[config.mk]
export PLATFORM = sky130hd
export DESIGN_NAME = nn_smoothgrad_polar_dynres_flat
export DESIGN_NICKNAME = d
export VERILOG_FILES = /design/src/rtl/nn_smoothgrad_polar_dynres_if.sv /design/src/rtl/nn_smoothgrad_polar_dynres.sv /design/src/flat_wrapper.sv
export SDC_FILE = /design/constraint.sdc
export NUM_CORES = 1
export LEC_CHECK = 0
export ABC_AREA = 1
export BUFFER_PORTS_ARGS = -buffer_cell sky130_fd_sc_hd__buf_2
export CORE_MARGIN = 4
export CORE_UTILIZATION = 50
export CTS_CLUSTER_SIZE = 28
export DETAILED_ROUTE_END_ITERATION = 8
export PLACE_DENSITY = 0.8
export SLEW_MARGIN = 20
export SYNTH_ARGS = -nofsm -noshare
export SYNTH_HDL_FRONTEND = slang
export SYNTH_SLANG_ARGS = --single-unit
[constraint.sdc]
create_clock -name CLK -period 2.09 [get_ports CLK]
set_input_delay 0.1045 -clock CLK [delete_from_list [all_inputs] [get_ports CLK]]
set_output_delay 0.1045 -clock CLK [all_outputs]
set_load 0.005 [all_outputs]
[src/rtl/nn_smoothgrad_polar_dynres_if.sv]
// Bus bundle for nn_smoothgrad_polar_dynres.
// Control/stimulus: EN, IN_SS, SIGN, OUT_INIT, SIGN_OUT_INIT (master -> slave).
// Channel state:    OUT, SIGN_out, RES_LEVEL, DIRECTION_CHANGE (slave -> master).
interface nn_smoothgrad_polar_dynres_if #(
  parameter int unsigned N     = 8,
  parameter int unsigned NCH   = 4,
  parameter int unsigned RES_W = 3
);
  logic                 EN;
  logic [NCH-1:0]       IN_SS;
  logic [NCH-1:0]       SIGN;
  logic [NCH*N-1:0]     OUT_INIT;
  logic [NCH-1:0]       SIGN_OUT_INIT;
  logic [NCH*N-1:0]     OUT;
  logic [NCH-1:0]       SIGN_out;
  logic [NCH*RES_W-1:0] RES_LEVEL;
  logic [NCH-1:0]       DIRECTION_CHANGE;

  modport master (
    output EN, IN_SS, SIGN, OUT_INIT, SIGN_OUT_INIT,
    input  OUT, SIGN_out, RES_LEVEL, DIRECTION_CHANGE
  );

  modport slave (
    input  EN, IN_SS, SIGN, OUT_INIT, SIGN_OUT_INIT,
    output OUT, SIGN_out, RES_LEVEL, DIRECTION_CHANGE
  );
endinterface

[src/rtl/nn_smoothgrad_polar_dynres.sv]
// Multi-channel sign-magnitude stochastic accumulator with dynamic resistance.
// Each channel steps its saturating magnitude once per 2^r accepted pulses in
// one direction; r grows on direction reversals and decays after RUN_LEN
// consecutive same-direction steps.
// Ports: CLK (rising edge), INIT (sync active-high load/reset),
//        bus (slave modport) carrying EN/IN_SS/SIGN/load values in and
//        OUT/SIGN_out/RES_LEVEL/DIRECTION_CHANGE (all registered) out.
module nn_smoothgrad_polar_dynres #(
  parameter int unsigned N       = 8,
  parameter int unsigned NCH     = 4,
  parameter int unsigned RES_W   = 3,
  parameter int unsigned RES_MAX = 7,
  parameter int unsigned RUN_LEN = 16
) (
  input  logic                         CLK,
  input  logic                         INIT,
  nn_smoothgrad_polar_dynres_if.slave  bus
);

  localparam int unsigned CNT_W = (RES_MAX > 0) ? RES_MAX : 1;
  localparam int unsigned RUN_W = (RUN_LEN > 1) ? $clog2(RUN_LEN) : 1;
  localparam logic [RUN_W-1:0] RUN_LAST = RUN_W'(RUN_LEN - 1);
  localparam logic [RES_W-1:0] R_MAX    = RES_W'(RES_MAX);

  logic [NCH-1:0][N-1:0]     mag_q, mag_d;
  logic [NCH-1:0]            sgn_q, sgn_d;
  logic [NCH-1:0][RES_W-1:0] res_q, res_d;
  logic [NCH-1:0][CNT_W-1:0] cnt_q, cnt_d;
  logic [NCH-1:0][RUN_W-1:0] run_q, run_d;
  logic [NCH-1:0]            dir_q, dir_d;
  logic [NCH-1:0]            vld_q, vld_d;
  logic [NCH-1:0]            dchg_q, dchg_d;

  // Per-channel next-state: reversal, accumulate or step.
  always_comb begin
    mag_d  = mag_q;
    sgn_d  = sgn_q;
    res_d  = res_q;
    cnt_d  = cnt_q;
    run_d  = run_q;
    dir_d  = dir_q;
    vld_d  = vld_q;
    dchg_d = '0;
    for (int c = 0; c < NCH; c++) begin
      if (bus.EN && bus.IN_SS[c]) begin
        if (vld_q[c] && (bus.SIGN[c] != dir_q[c])) begin
          dchg_d[c] = 1'b1;
          if (res_q[c] != R_MAX) res_d[c] = res_q[c] + RES_W'(1);
          cnt_d[c] = '0;
          run_d[c] = '0;
          dir_d[c] = bus.SIGN[c];
        end else if (cnt_q[c] != ~({CNT_W{1'b1}} << res_q[c])) begin
          // Threshold 2^r-1 is the low r bits set.
          cnt_d[c] = cnt_q[c] + CNT_W'(1);
        end else begin
          cnt_d[c] = '0;
          dir_d[c] = bus.SIGN[c];
          vld_d[c] = 1'b1;
          if (mag_q[c] == '0) begin
            mag_d[c] = N'(1);
            sgn_d[c] = bus.SIGN[c];
          end else if (bus.SIGN[c] == sgn_q[c]) begin
            if (mag_q[c] != '1) mag_d[c] = mag_q[c] + N'(1);
          end else begin
            mag_d[c] = mag_q[c] - N'(1);
          end
          // Run counter parks at RUN_LEN-1 when r is already 0.
          if (run_q[c] == RUN_LAST) begin
            if (res_q[c] != '0) begin
              res_d[c] = res_q[c] - RES_W'(1);
              run_d[c] = '0;
            end
          end else begin
            run_d[c] = run_q[c] + RUN_W'(1);
          end
        end
      end
    end
  end

  // State registers with synchronous load.
  always_ff @(posedge CLK) begin
    if (INIT) begin
      mag_q  <= bus.OUT_INIT;
      sgn_q  <= bus.SIGN_OUT_INIT;
      res_q  <= '0;
      cnt_q  <= '0;
      run_q  <= '0;
      dir_q  <= '0;
      vld_q  <= '0;
      dchg_q <= '0;
    end else begin
      mag_q  <= mag_d;
      sgn_q  <= sgn_d;
      res_q  <= res_d;
      cnt_q  <= cnt_d;
      run_q  <= run_d;
      dir_q  <= dir_d;
      vld_q  <= vld_d;
      dchg_q <= dchg_d;
    end
  end

  assign bus.OUT              = mag_q;
  assign bus.SIGN_out         = sgn_q;
  assign bus.RES_LEVEL        = res_q;
  assign bus.DIRECTION_CHANGE = dchg_q;

endmodule

[src/flat_wrapper.sv]
// flat-port wrapper written by rule: the top's interface ports become plain ports
module nn_smoothgrad_polar_dynres_flat 
#(
  parameter int unsigned N       = 8,
  parameter int unsigned NCH     = 4,
  parameter int unsigned RES_W   = 3,
  parameter int unsigned RES_MAX = 7,
  parameter int unsigned RUN_LEN = 16
)
  (CLK, INIT, bus_EN, bus_IN_SS, bus_SIGN, bus_OUT_INIT, bus_SIGN_OUT_INIT, bus_OUT, bus_SIGN_out, bus_RES_LEVEL, bus_DIRECTION_CHANGE);
  nn_smoothgrad_polar_dynres_if #(.N(N), .NCH(NCH), .RES_W(RES_W)) bus_i ();
  input  logic CLK;
  input  logic INIT;
  input wire logic [$bits(bus_i.EN)-1:0] bus_EN;
  input wire logic [$bits(bus_i.IN_SS)-1:0] bus_IN_SS;
  input wire logic [$bits(bus_i.SIGN)-1:0] bus_SIGN;
  input wire logic [$bits(bus_i.OUT_INIT)-1:0] bus_OUT_INIT;
  input wire logic [$bits(bus_i.SIGN_OUT_INIT)-1:0] bus_SIGN_OUT_INIT;
  output wire logic [$bits(bus_i.OUT)-1:0] bus_OUT;
  output wire logic [$bits(bus_i.SIGN_out)-1:0] bus_SIGN_out;
  output wire logic [$bits(bus_i.RES_LEVEL)-1:0] bus_RES_LEVEL;
  output wire logic [$bits(bus_i.DIRECTION_CHANGE)-1:0] bus_DIRECTION_CHANGE;
  assign bus_i.EN = bus_EN;
  assign bus_i.IN_SS = bus_IN_SS;
  assign bus_i.SIGN = bus_SIGN;
  assign bus_i.OUT_INIT = bus_OUT_INIT;
  assign bus_i.SIGN_OUT_INIT = bus_SIGN_OUT_INIT;
  assign bus_OUT = bus_i.OUT;
  assign bus_SIGN_out = bus_i.SIGN_out;
  assign bus_RES_LEVEL = bus_i.RES_LEVEL;
  assign bus_DIRECTION_CHANGE = bus_i.DIRECTION_CHANGE;
  nn_smoothgrad_polar_dynres #(.N(N), .NCH(NCH), .RES_W(RES_W), .RES_MAX(RES_MAX), .RUN_LEN(RUN_LEN)) u_core (.CLK(CLK), .INIT(INIT), .bus(bus_i));
endmodule
==> metrics.md <==
| Metric | Value |
|---|---|
| Sequential element share of the synthesized area | `approximately 35%` |
| Fill cells | `between 1000 and 1500` |
| Pre-antenna DRT Iters | `7` |
| Mapped cell area | `between 7000 and 8000 um^2` |
| HP Start | `bus_OUT_INIT[15]` |
| Clock Latency Late Sink | `around 360 ps` |
| GRT overflow | `0` |
| Vias in the first global route | `around 6700` |
| Inst Count DP | `1311` |
| Setup TNS | `-54.5 ps` |
| Drt first-iter violations | `around 530` |
| Primary FF master, synth | `dfxtp_1` |
| First-pass GRT wire length | `roughly 30000 um` |
| Period Utilization, post-route | `103%` |
| Post-Syn Instances | `between 1000 and 1500` |
| Skew final | `9.85 ps` |
| Top cells by area, synth | `dfxtp_1 (19%), edfxtp_1 (15%), nand2_1 (15%), inv_1 (6.7%), ha_1 (6.2%)` |
| Clk root buf | `clkbuf_16` |
| Post-synth EDFFs | `36` |
| Antenna Cells | `0` |
| Final setup margin | `-54.4 ps` |
| Leakage power | `4.18 nW` |
| WL per Instance | `between 10 and 15 um` |
| Critical Path Start Type | `register` |
| Synth cell types | `36` |
| Multi-input logic area | `4490 um^2` |
| Core Footprint | `between 10000 and 15000 um^2` |
| Critical path endpoint category | `register` |
| Biggest area consumer among synthesized cells | `dfxtp_1` |
| FF+latch count, synth | `104` |
| Die Y | `between 100 and 150 um` |
| Commonest cells in the synthesized netlist | `nand2_1 (278), inv_1 (127), nor2_1 (110)` |
| Largest net degree at the start of global routing | `66` |
| Maximum VDD drop | `0.000454 V` |
| Clk pin slew, worst setup/hold paths | `80 ps` |
| Initial antenna violation count | `0` |
| Finished Layout Cells | `1342` |
| Cell with the most instances after synthesis | `nand2_1` |
| Syn avg cell area | `between 7 and 8 um^2` |
| Hold-fix buffers, CTS | `0` |
| Ys Warns | `0` |
| Final setup viols | `2` |
| GR Util All Layers | `roughly 23%` |
| Worst EP arrival | `~2300 ps` |
| Crit Path Max Fanout | `8` |
| Clock Path Buffers | `2` |
| RSZ-0062 raised after global routing | `true` |
| Area Growth Syn to Fin | `27.2%` |
| Dpl cell area | `about 8100 um^2` |
| Overall via count from detail_route | `7183` |
| CTS tree | `done` |
| Nets | `between 1000 and 1500` |
| Required time of the critical path | `2200 ps` |
| Critical path startpoint | `u_core.bus.SIGN_out[2]` |
| Final min period | `about 2100 ps` |
| Sequential Area | `2450 um^2` |
| Slew Viols, Final | `0` |
| TritonCTS buffer count | `9` |
| Final hold slack | `roughly 15 ps` |
| Drt drc | `0` |
| Status | `complete, but fails checks` |
| Max_slew headroom | `73.2%` |
| Setup Crit Path Kind | `reg -> reg` |
| Final Hold Violating Endpoints | `0` |
| I/O Buffers | `98` |
| Initial Util | `between 50% and 60%` |
| Clock sinks | `104` |
| DRT antenna net count | `0` |
| Design area | `~9000 um^2` |
| DRT Wirelength | `slightly below 20000 um` |
| Asr flop ratio synth | `0%` |
| HP Class | `in -> reg` |
| Least-Margin Pin Slew | `roughly 400 ps` |
| Dpl hpwl | `13500 um` |
| Synthesized Nets | `roughly 1100` |
| Share of the synthesized area in the top cell type | `roughly 19%` |
| FP Rows | `43` |
| Power per cell area | `approximately 750 nW/um^2` |
| Vias per cell | `5.35` |
| CTS H-tree lvls | `3` |
| MaxCap Viol Count | `0` |
| Failing checks | `negative setup slack` |
| RR Startpoint | `u_core.bus.SIGN_out[2]` |
| GPL Wtd Cong | `0.912` |
| Chip Width | `127 um` |
| Die ar. | `about 16000 um^2` |
| Max Clk Rate | `roughly 0.47 GHz` |
| Total Power | `~6.7 mW` |
| IO Pins | `99` |
| Share of layout cells above drive strength 1 | `approximately a quarter` |
## layout by cell type (no fill, tap or decap), types with 4 or more instances in the layout
master	Yosys	final
inv_2	4	6
xnor2_1	8	7
fa_1	8	4
a21oi_2	0	10
nor2_1	110	110
nor3_1	10	10
ha_4	0	18
nor3b_1	5	5
or2_4	0	5
buf_4	2	54
a32o_1	5	4
ha_1	35	17
nand4_1	38	38
edfxtp_1	36	36
o21ai_1	0	8
nor4_1	5	5
or2_2	9	4
clkbuf_16	0	11
o21ai_0	63	55
a21oi_1	36	23
nand2_2	1	15
dfxtp_2	0	7
fa_2	0	4
nand2_4	3	8
nand2_1	278	259
nand3b_1	4	4
inv_1	127	122
nand3_1	73	69
clkinv_1	4	4
o22ai_1	4	4
dfxtp_1	68	61
nand3_2	8	12
xor2_1	26	26
buf_6	1	4
nor2_2	7	7
buf_2	4	98
## registers in the layout (all words and copies together) (netlist names)
signal and flops:
u_core.vld_q 4, u_core.dir_q 4, u_core.run_q 16, u_core.cnt_q 28, u_core.bus.OUT 32, u_core.bus.DIRECTION_CHANGE 4, u_core.bus.SIGN_out 4, u_core.bus.RES_LEVEL 12
## layer usage
metal | global-route usage (%) | part of all wire [%] | up-vias
met5 | 0 | 0 | -
met4 | 7.89 | 2.8 | 0
met3 | 3.96 | 6.7 | 43
met2 | 38.8 | 48 | 285
met1 | 29.7 | 43 | 3250
li1 | - | - | 3605
## repair_timing
| item | CTS | global route |
|---|---|---|
| pin swaps | 2 | 32 |
| setup buffers | 4 | 11 |
| gates resized for setup | 24 | 80 |
| endpoints found under the setup margin | 12 | 46 |
## worst max-delay path, cell delays in order, from the launching register on
cell      delay (ps)
edfxtp_1         410
or2_4            280
nand2_4          110
clkinv_8          90
ha_4             290
inv_1             50
o21ai_0          200
nand3_1          160
nand3_2          130
nand2_1           70
nand3_2           70
nand2_1           50
## cell families (layout without fill, tap and decap cells)
logic type | Yosys count | in the layout | share of synthesized area [%]
AO/OA/AOI/OAI | 115 | 115 | 8.71
adder cells (fa/ha/maj) | 43 | 43 | 8.46
buffers and inverters | 151 | 309 | 8.30
AND/OR/NAND/NOR | 555 | 555 | 35.1
XOR/XNOR | 36 | 36 | 4.85
flip-flops | 104 | 104 | 34.6
## worst paths after layout
path	end	slack, ps	depth (start not counted)
worst max register to register	u_core.bus.OUT[23]	-50	11
worst min register to register	u_core.vld_q[0]	460	2
worst min-delay path	u_core.bus.OUT[15]	10	3
worst max-delay path	u_core.bus.OUT[23]	-50	11
## through the flow
stage          util [%]  setup WS, ps
2_1_floorplan         -         -44.2
3_3_place_gp       58.3         -15.1
3_5_place_dp       58.3          -118
4_1_cts            61.9         -32.2
5_1_grt            64.7          -116
6_report           64.7         -54.4
## area by class of cell
type                       instances  area share, %
multi-input combinational        749           49.9
sequential                       104           27.3
timing repair buffer             158           10.9
inverter                         135           5.94
clock buffer                      12           3.10
tap                              180           2.51
clock inverter                     4          0.348
## report_power, final
part	total, mW	leakage [nW]	internal [mW]	switching [mW]
clock network	1.75	0.150	0.962	0.792
registers	2.54	0.915	2.33	0.216
logic	2.44	3.12	1.11	1.33
No activity file was read; power rests on OpenSTA's default activity.
